### config.mk
export PLATFORM = sky130hd
export DESIGN_NAME = mem_arbiter
export DESIGN_NICKNAME = d
export VERILOG_FILES = /design/src/rtl/mem_arbiter_pkg.sv /design/src/rtl/mem_arbiter_rr_arb2.sv /design/src/rtl/mem_arbiter.sv
export SDC_FILE = /design/constraint.sdc
export NUM_CORES = 1
export LEC_CHECK = 0
export CAP_MARGIN = 20
export CORE_MARGIN = 2
export CORE_UTILIZATION = 22
export CTS_BUF_LIST = sky130_fd_sc_hd__clkbuf_4 sky130_fd_sc_hd__clkbuf_8
export CTS_CLUSTER_SIZE = 30
export DETAILED_ROUTE_END_ITERATION = 12
export GPL_TIMING_DRIVEN = 0
export PLACE_DENSITY = 0.79
export SETUP_SLACK_MARGIN = 0.5
export SLEW_MARGIN = 10
export SYNTH_ARGS = -nofsm -noshare
export SYNTH_HDL_FRONTEND = slang
export SYNTH_HIERARCHICAL = 1
export SYNTH_SLANG_ARGS = --single-unit
### constraint.sdc
create_clock -name clk -period 1.89 [get_ports clk]
set_input_delay 0.2835 -clock clk [delete_from_list [all_inputs] [get_ports clk]]
set_output_delay 0.2835 -clock clk [all_outputs]
set_load 0.02 [all_outputs]
### src/rtl/mem_arbiter_pkg.sv
// ---------------------------------------------------------------------------
// mem_arbiter_pkg
// Shared definitions for the two-port memory arbiter:
//   - state_t   : ownership FSM encoding (FREE / OWN0 / OWN1)
//   - DATA_W    : default RAM word width
//   - RAM_SIZE  : default number of RAM words
// ---------------------------------------------------------------------------
package mem_arbiter_pkg;

  localparam int DATA_W   = 8;
  localparam int RAM_SIZE = 256;

  typedef enum logic [1:0] {
    FREE = 2'd0,
    OWN0 = 2'd1,
    OWN1 = 2'd2
  } state_t;

endpackage : mem_arbiter_pkg

### src/rtl/mem_arbiter_rr_arb2.sv
// ---------------------------------------------------------------------------
// rr_arb2
// Two-way round-robin arbiter with a per-port enable mask.
// A port competes only when both its req and mask bits are set. On a tie the
// port that was not granted most recently wins. The last-served pointer moves
// on every grant and resets to port 1, so port 0 wins the first tie.
//
// Ports:
//   clk, rst_n  : clock, asynchronous active-low reset
//   req  [1:0]  : raw requests, bit N = port N
//   mask [1:0]  : eligibility, bit N = port N may be granted this cycle
//   gnt  [1:0]  : one-hot (or zero) grant, combinational
// ---------------------------------------------------------------------------
module rr_arb2 (
  input  logic       clk,
  input  logic       rst_n,
  input  logic [1:0] req,
  input  logic [1:0] mask,
  output logic [1:0] gnt
);

  logic       last;   // 1'b0 = port 0 served last, 1'b1 = port 1 served last
  logic [1:0] elig;

  assign elig = req & mask;

  // NOTE: every output of a combinational block gets a default first, so no
  // path leaves it unassigned and no latch is inferred.
  always_comb begin
    gnt = 2'b00;
    unique case (elig)
      2'b01:   gnt = 2'b01;
      2'b10:   gnt = 2'b10;
      2'b11:   gnt = last ? 2'b01 : 2'b10;
      default: gnt = 2'b00;
    endcase
  end

  // NOTE: sequential state uses non-blocking assignments so every register
  // samples pre-edge values, independent of block ordering.
  always_ff @(posedge clk or negedge rst_n) begin
    if (!rst_n) begin
      last <= 1'b1;
    end else if (gnt[0]) begin
      last <= 1'b0;
    end else if (gnt[1]) begin
      last <= 1'b1;
    end
  end

endmodule : rr_arb2

### src/rtl/mem_arbiter.sv
// ---------------------------------------------------------------------------
// mem_arbiter
// Shares one external simple-dual-port RAM (registered read, 1-cycle latency)
// between two requesters. A requester holds its request until gnt; the
// access happens in the grant cycle. lockN keeps ownership across accesses
// so a read-modify-write sequence cannot be interleaved by the other port.
//
// Ports:
//   clk, rst_n                  : clock, asynchronous active-low reset
//   req0/1, we0/1, lock0/1      : request, write(1)/read(0), keep ownership
//   addr0/1, wdata0/1           : word address, write data
//   gnt0/1                      : access accepted this cycle (combinational)
//   rvalid0/1, rdata0/1         : read data, one cycle after a read grant
//   ram_raddr, ram_dout         : RAM read address / registered read data
//   ram_we, ram_waddr, ram_din  : RAM write strobe, address, data
// ---------------------------------------------------------------------------
module mem_arbiter #(
  parameter int DATA_W   = mem_arbiter_pkg::DATA_W,
  parameter int RAM_SIZE = mem_arbiter_pkg::RAM_SIZE,
  parameter int ADDR_W   = $clog2(RAM_SIZE)
) (
  input  logic              clk,
  input  logic              rst_n,
  input  logic              req0,
  input  logic              req1,
  input  logic              we0,
  input  logic              we1,
  input  logic              lock0,
  input  logic              lock1,
  input  logic [ADDR_W-1:0] addr0,
  input  logic [ADDR_W-1:0] addr1,
  input  logic [DATA_W-1:0] wdata0,
  input  logic [DATA_W-1:0] wdata1,
  output logic              gnt0,
  output logic              gnt1,
  output logic              rvalid0,
  output logic              rvalid1,
  output logic [DATA_W-1:0] rdata0,
  output logic [DATA_W-1:0] rdata1,
  output logic [ADDR_W-1:0] ram_raddr,
  input  logic [DATA_W-1:0] ram_dout,
  output logic              ram_we,
  output logic [ADDR_W-1:0] ram_waddr,
  output logic [DATA_W-1:0] ram_din
);

  import mem_arbiter_pkg::*;

  state_t     state, state_next;
  logic [1:0] own_mask;
  logic [1:0] mask;
  logic [1:0] gnt;

  // ---------------------------------------------------------------------------
  // Ownership FSM
  // ---------------------------------------------------------------------------
  always_ff @(posedge clk or negedge rst_n) begin
    if (!rst_n) begin
      state <= FREE;
    end else begin
      state <= state_next;
    end
  end

  always_comb begin
    state_next = state;
    own_mask   = 2'b11;
    unique case (state)
      FREE: begin
        if (gnt0 && lock0) begin
          state_next = OWN0;
        end else if (gnt1 && lock1) begin
          state_next = OWN1;
        end
      end
      OWN0: begin
        own_mask = 2'b01;
        // Owner releases by a final unlocked access or by idling unlocked;
        // idling with lock held keeps the other port waiting.
        if (!lock0 && (gnt0 || !req0)) begin
          state_next = FREE;
        end
      end
      OWN1: begin
        own_mask = 2'b10;
        if (!lock1 && (gnt1 || !req1)) begin
          state_next = FREE;
        end
      end
      default: begin
        state_next = FREE;
      end
    endcase
  end

  // Grants are combinational from req, so they are forced off while reset is
  // asserted even if requesters are already driving req.
  assign mask = rst_n ? own_mask : 2'b00;

  rr_arb2 u_arb (
    .clk  (clk),
    .rst_n(rst_n),
    .req  ({req1, req0}),
    .mask (mask),
    .gnt  (gnt)
  );

  assign gnt0 = gnt[0];
  assign gnt1 = gnt[1];

  // ---------------------------------------------------------------------------
  // RAM port steering; everything is zero when nothing is granted.
  // ---------------------------------------------------------------------------
  always_comb begin
    ram_we    = 1'b0;
    ram_waddr = '0;
    ram_din   = '0;
    ram_raddr = '0;
    if (gnt0) begin
      if (we0) begin
        ram_we    = 1'b1;
        ram_waddr = addr0;
        ram_din   = wdata0;
      end else begin
        ram_raddr = addr0;
      end
    end else if (gnt1) begin
      if (we1) begin
        ram_we    = 1'b1;
        ram_waddr = addr1;
        ram_din   = wdata1;
      end else begin
        ram_raddr = addr1;
      end
    end
  end

  // ---------------------------------------------------------------------------
  // Read return: the RAM output register already provides the one-cycle
  // latency, so only the valid flag is tracked here. Reset clears it, which
  // drops any read granted just before reset.
  // ---------------------------------------------------------------------------
  always_ff @(posedge clk or negedge rst_n) begin
    if (!rst_n) begin
      rvalid0 <= 1'b0;
      rvalid1 <= 1'b0;
    end else begin
      rvalid0 <= gnt0 && !we0;
      rvalid1 <= gnt1 && !we1;
    end
  end

  assign rdata0 = rvalid0 ? ram_dout : '0;
  assign rdata1 = rvalid1 ? ram_dout : '0;

endmodule : mem_arbiter
# Word-level counts from Yosys, hierarchy flattened

Index checks and enable logic that the tools add are counted.

Input port bits: 48
Output and inout bits: 45
Register bits after elaboration: 5

Equality and inequality tests: 8
Muxes and demuxes: 29
Reductions and logical operators: 17
Bitwise logic cells: 1

Operators with widths:

| operator                                      | number |
|---|---|
| 2-to-1 mux 8 bit                              | 14 |
| 2-to-1 mux 2 bit                              | 6 |
| case mux 2 bit (3 select lines)               | 2 |
| == test 2 bit, second input constant          | 3 |
| logical AND 1 bit                             | 6 |
| logical NOT 1 bit                             | 6 |
| 2-to-1 mux 1 bit                              | 6 |
| == test 2 x 1 -> 1 bit, second input constant | 2 |
| inequality test 2 bit, second input constant  | 2 |
| case mux 2 bit (2 select lines)               | 1 |
| inequality test 3 bit, second input constant  | 1 |
| AND reduction 3 bit                           | 1 |
| bitwise AND 2 bit                             | 1 |
| logical NOT 2 bit                             | 1 |
| logical OR 1 bit                              | 2 |
| nonzero test 2 bit                            | 1 |

# Logic depth before layout (Yosys ltp)

Word-level depth: 10
Mapped depth: 8

# By module

The synthesis kept the hierarchy.

By module, submodules not included:

| module      | times used | area an instance (um2) | sequential area each (um2) | cells an instance |
|---|---|---|---|---|
| mem_arbiter | 1          | 576.8                  | 100.1                      | 65 |
| rr_arb2     | 1          | 60.1                   | 26.3                       | 7 |

# Worst setup path before layout

Ideal clock, no wire load.

Path kind: register to output
Start point: register state[1]
End point: output ram_din[4]
Buffers on the path: 2
Data required time: 1,607 ps
Data arrival time: 1,947 ps
Stages on the path, launching flop included: 9
Slack: -341 ps
Cells stage by stage: dfrtp_1 inv_1 a21boi_0 and3b_1 nor2_1 and2_1 buf_2 buf_4 a22o_1

Elaborated cells on any way between the ends: 11
Classes of those cells: 5 x eq/ne; 5 x mux; 1 x bitwise

RTL lines:

| element                                                        | line                      | text |
|---|---|---|
| from (decl)                                                    | mem_arbiter.sv:49         | `state_t state, state_next;` |
| from (signal assigned)                                         | mem_arbiter.sv:61         | `state <= state_next;` |
| == test 2 bit / == test 2 x 1 -> 1 bit (equally long branches) | mem_arbiter.sv:68         | `unique case (state)` |
| case mux 2 bit (2 select lines) *                              | mem_arbiter.sv:68         |  |
| 2-to-1 mux 2 bit *                                             | mem_arbiter.sv:98         | `assign mask = rst_n ? own_mask : 2'b00;` |
| net mask[1]                                                    | mem_arbiter.sv:51         | `logic [1:0] mask;` |
| bitwise AND 2 bit *                                            | mem_arbiter_rr_arb2.sv:25 | `assign elig = req & mask;` |
| == test 2 bit / == test 2 x 1 -> 1 bit (equally long branches) | mem_arbiter_rr_arb2.sv:31 | `unique case (elig)` |
| case mux 2 bit (3 select lines) *                              | mem_arbiter_rr_arb2.sv:31 |  |
| net gnt0                                                       | mem_arbiter.sv:34         | `output logic gnt0,` |
| 2-to-1 mux 8 bit *                                             | mem_arbiter.sv:119        | `if (gnt0) begin` |
| to (decl)                                                      | mem_arbiter.sv:44         | `output logic [DATA_W-1:0] ram_din` |

Mark *: on every way through the listed nets, which the timed path passes. The rest lies on a longest branch.

# Worst setup path after layout

Start point: register u_arb.last
End point: output ram_din[4]

Word-level cells in the longest chain between the ends: 4

Ends and longest elaborated chain:

| element                           | line                      | text |
|---|---|---|
| from (decl)                       | mem_arbiter_rr_arb2.sv:22 | `logic last;` |
| from (signal assigned)            | mem_arbiter_rr_arb2.sv:43 | `last <= 1'b1;` |
| from (signal assigned)            | mem_arbiter_rr_arb2.sv:45 | `last <= 1'b0;` |
| from (signal assigned)            | mem_arbiter_rr_arb2.sv:47 | `last <= 1'b1;` |
| 2-to-1 mux 2 bit *                | mem_arbiter_rr_arb2.sv:34 | `2'b11: gnt = last ? 2'b01 : 2'b10;` |
| case mux 2 bit (3 select lines) * | mem_arbiter_rr_arb2.sv:31 |  |
| 2-to-1 mux 8 bit                  | mem_arbiter.sv:127        | `end else if (gnt1) begin` |
| 2-to-1 mux 8 bit *                | mem_arbiter.sv:119        |  |

Every way passes the cells marked *; elsewhere a longest branch is shown, timed or not.

==> results <==
- The run finished, with violations left.
- The checks that failed: negative setup slack.
- Dividing total power by cell area gives a power density of 612 nW/um^2.
- The most repeated library cell on the critical path is buf_6.
- The synthesized-area fraction occupied by and/or/nand/nor cells is 0.318.
- The standby leakage power is 0.000889 uW.
- The max-slew violation total from the final report was 0.
- Of all nets on the critical path, the largest fanout is 7.
- The internal portion of the total power is 693 uW.
- The power consumption is 1120 uW.
- The floorplan step set the die height to 57.8 microns.
- The sequential element share of the synthesized area is 0.198.
- After synthesis, the share of flip-flops with an asynchronous set or reset is 1.00.
- Of the total power, registers draw 0.162.
- STA puts the critical path data arrival time at 1.93 ns.
- The register area is 128 sq um.
- The dominant synthesized flop cell is dfrtp_1.
- The overall overflow remaining after global route is 0.
- Ranked by instance count, the synthesized netlist is headed by a22o_1, and2_1, dfrtp_1.
- The core region is 2760 sq um.
- The longest individual stage delay on the worst path is 0.53 ns.
- The post-synthesis adder-cell area fraction is 0.
- Synthesis produced a netlist whose cell count is 72.
- The initial core utilization is 0.231.
- The hold violation count in the final report is 0.
- For the finished layout, the period the worst path requires is 2.22 ns.
- The number of antenna violations at the first check in global routing was 0.
- For the final routed database, the setup TNS stands at -7.07 ns.
- The post-detailed-placement half-perimeter wirelength is 2.72 mm.
- The post-synthesis net count is 120.
- Yosys instantiated no cell more often than a22o_1.
- By area the synthesized netlist is led by a22o_1, and2_1, dfrtp_1.
- The later pin in the worst-skew pair is clocked with a latency of 0.26 ns.
- The fraction of the cycle the final worst path needs is 1.17.
- At the pin with the least slew margin, the transition time is 0.231 ns.
- The area of the multi-input gates is 579 sq um.
- The largest total area in the synthesized netlist belongs to a22o_1.
- After synthesis, the share of cell area in mux cells is 0.
- The H-tree depth is 1.
- The class of the most critical hold timing path is input port to async pin.
- The final routed wirelength across all metal layers is 3.44 mm.
- After filler insertion, the fill cell instance count of the layout stands at 241.
- Of the cells placed in the final design, the portion with a size suffix greater than 1 is 0.467.
- The die covers 3340 sq um.
- Traced cell by cell, the critical path runs through and3b_2 > nor2_4 > and3b_1 > buf_6 > clkbuf_16 > a22o_1 > buf_6.
- The post-route antenna net violation count is 0.
- After layout, the worst setup slack is -0.327 ns.
- After detailed placement, the total cell area comes to 1700 sq um.
- For this run, the post-layout net count is 229.
- After detailed routing, the number of vias per cell comes to 4.88.
- The weighted congestion at the end of routability-driven global placement is 0.731.
- The TritonCTS clock tree is done.
- The relative contribution of the clock network to total power is 0.133.
- The cell with the largest stage delay on the worst path is dfstp_2.
- The boundary pin count is 93.
- The average cell area after synthesis is 8.85 sq um.
- Of the total power, combinational logic draws 0.704.
- The tree is rooted in a clkbuf_4.
- The number of buffers inserted during clock tree synthesis is 3.
- The kind of launch point of the worst setup path is a register.
- Counting every sink on the clock net gives 5.
- The largest net degree at the start of global routing is 11.
- After detailed routing, the average wire length per cell comes to 16.3 microns.
- The finished layout cell area is 1820 sq um.
- During placement, the flow inserted port buffers numbering 92.
- The switching portion of total power is 0.380.
- The non-filler instance count after layout is 211.
- In this run the core area contains 19 standard-cell rows.
- The worst register-to-register path ends at state[0].
- Summed over all nets, the switching power comes to 424 uW.
- By area, the combinational part of the netlist is dominated by compound AO/OA/AOI/OAI gates.
- In this run the deepest clock path goes through 2 buffers.
- The cell area that synthesis handed to floorplanning was 637 sq um.
- The setup skew after layout is 0.00854 ns.
- Max-cap violations in this run came to 0.
- In the routed design, unresolved DRC markers number 0.
- During synthesis, Yosys emitted a total of 6 warnings.
- In this run, synthesis produced a sequential element count of 5.
- The top-area cell type share of the netlist area is 0.330.
- After synthesis, the netlist uses 23 different library cells.
- The setup path with the least slack is of type register to output pin.
- The worst register-to-register path begins at u_arb/last.
- IR analysis of the VDD net gives a maximum drop of 0.552 mV.
- STA classifies the critical path endpoint as an output pin.
- The required time of the critical path is 1.61 ns.
- The vias after detailed routing is 1029.
- The synthesized-area fraction occupied by ao, oa, aoi and oai cells is 0.409.
- The xor/xnor cell area share of the yosys netlist is 0.
- Setup violations remaining at the end of the flow were counted as 25.
- Counting tap cells, the placed design contains a total of 195 instances.
- The die is 57.8 microns wide.
- Setup repair after global routing could not meet its margin everywhere.
- The internal reg-to-reg setup slack is 0.34 ns.
- The area added between synthesis and finish is 186%.
- The final antenna diode count is 0.
- For this run, the detailed router's first-pass iteration total came to 4.
- The highest clock frequency the design can meet is 451 MHz.
- The register clock-pin slew on the reported worst setup and hold paths is 0.05 ns.
- The first-iteration detailed-routing DRC count is 25.
- The synthesized design contains 0 enable-type register cells.
- The via count of the first global-routing pass was 993.
- The worst slew margin relative to its limit is 0.844.
- The all-layer global routing usage is 0.197.
- Final hold analysis gives a worst-case slack of 0.0814 ns.
- The wire length of the first global-routing pass is 4.93 mm.
- The depth of the most critical reg-to-reg path is 5.
-- worst max path at each step --
stage                          start      endpoint  slack (ns)  cells after the start
after global routing        state[1]  ram_waddr[6]       -0.39                      9
after CTS                 u_arb/last    ram_din[6]       -0.33                      7
after floorplan           u_arb/last    ram_din[4]       -0.09                      6
after detailed placement       rst_n  ram_raddr[2]       -1.21                      7
final                     u_arb/last    ram_din[4]       -0.33                      7
after global placement         rst_n  ram_raddr[2]       -1.17                      7
-- power groups by stage --
stage	logic [uW]	registers [uW]	clock network, uW
after floorplan	347	186	0
after global placement	648	186	0
after detailed placement	659	193	0
after CTS	754	179	150
after global routing	826	187	160
final	787	181	149
-- layout make-up --
cell class	count	share of cell area
Tap cell	31	0.0213
Sequential cell	5	0.0700
Multi-Input combinational cell	61	0.318
Buffer	5	0.0309
Clock buffer	4	0.0165
Inverter	1	0.00206
Timing Repair Buffer	104	0.542
-- flip-flops by register name, indices dropped and copies added (netlist names) --
| signal | count |
|---|---|
| u_arb/last | 1 |
| rvalid0 | 1 |
| state | 2 |
| rvalid1 | 1 |
-- logic make-up after synthesis --
kind of cell | after synthesis
AND/OR/NAND/NOR | 31
AO/OA/AOI/OAI | 30
buffers and inverters | 6
flip-flops | 5
-- layer usage --
layer / share of wire / track usage / up-vias
li1: - / - / 494
met1: 0.33 / 0.197 / 479
met2: 0.58 / 0.386 / 47
met3: 0.068 / 0.0491 / 9
met4: 0.022 / 0.0698 / 0
met5: 0 / 0 / -
-- critical path: cells and delay by family, from the launching register on --
| kind | cells | cell delay, ns |
|---|---|---|
| compound gates | 1 | 0.19 |
| buf+inv | 3 | 0.42 |
| flops | 1 | 0.53 |
| simple gates | 3 | 0.55 |
-- through the flow --
step | worst slack, ns | utilization
finish | -0.327 | 0.662
global route | -0.394 | 0.662
CTS | -0.328 | 0.639
detailed placement | -1.21 | 0.616
global placement | -1.17 | 0.616
floorplan | -0.0897 | -
-- layout by cell type (no fill, tap or decap), types with 2 or more instances in the layout --
master            n
buf_4            12
clkdlybuf4s50_1  46
dlygate4sd2_1     2
a22o_1           16
nor2b_1           3
nand2_1           2
clkbuf_4          4
and2_1           17
a22o_4            8
buf_6            28
and3b_1           2
dfrtp_1           3
buf_2            16
-- what timing repair did --
action / 4_1_cts / 5_1_grt
gates cloned: 0 / 1
buffers inserted: 7 / 3
pin swaps: 8 / 6
gates resized for setup: 236 / 3
hold endpoints to repair: 4 / 0
endpoints found under the setup margin: 49 / 30
hold buffers: 1 / 0
No activity file was read; power rests on OpenSTA's default activity.
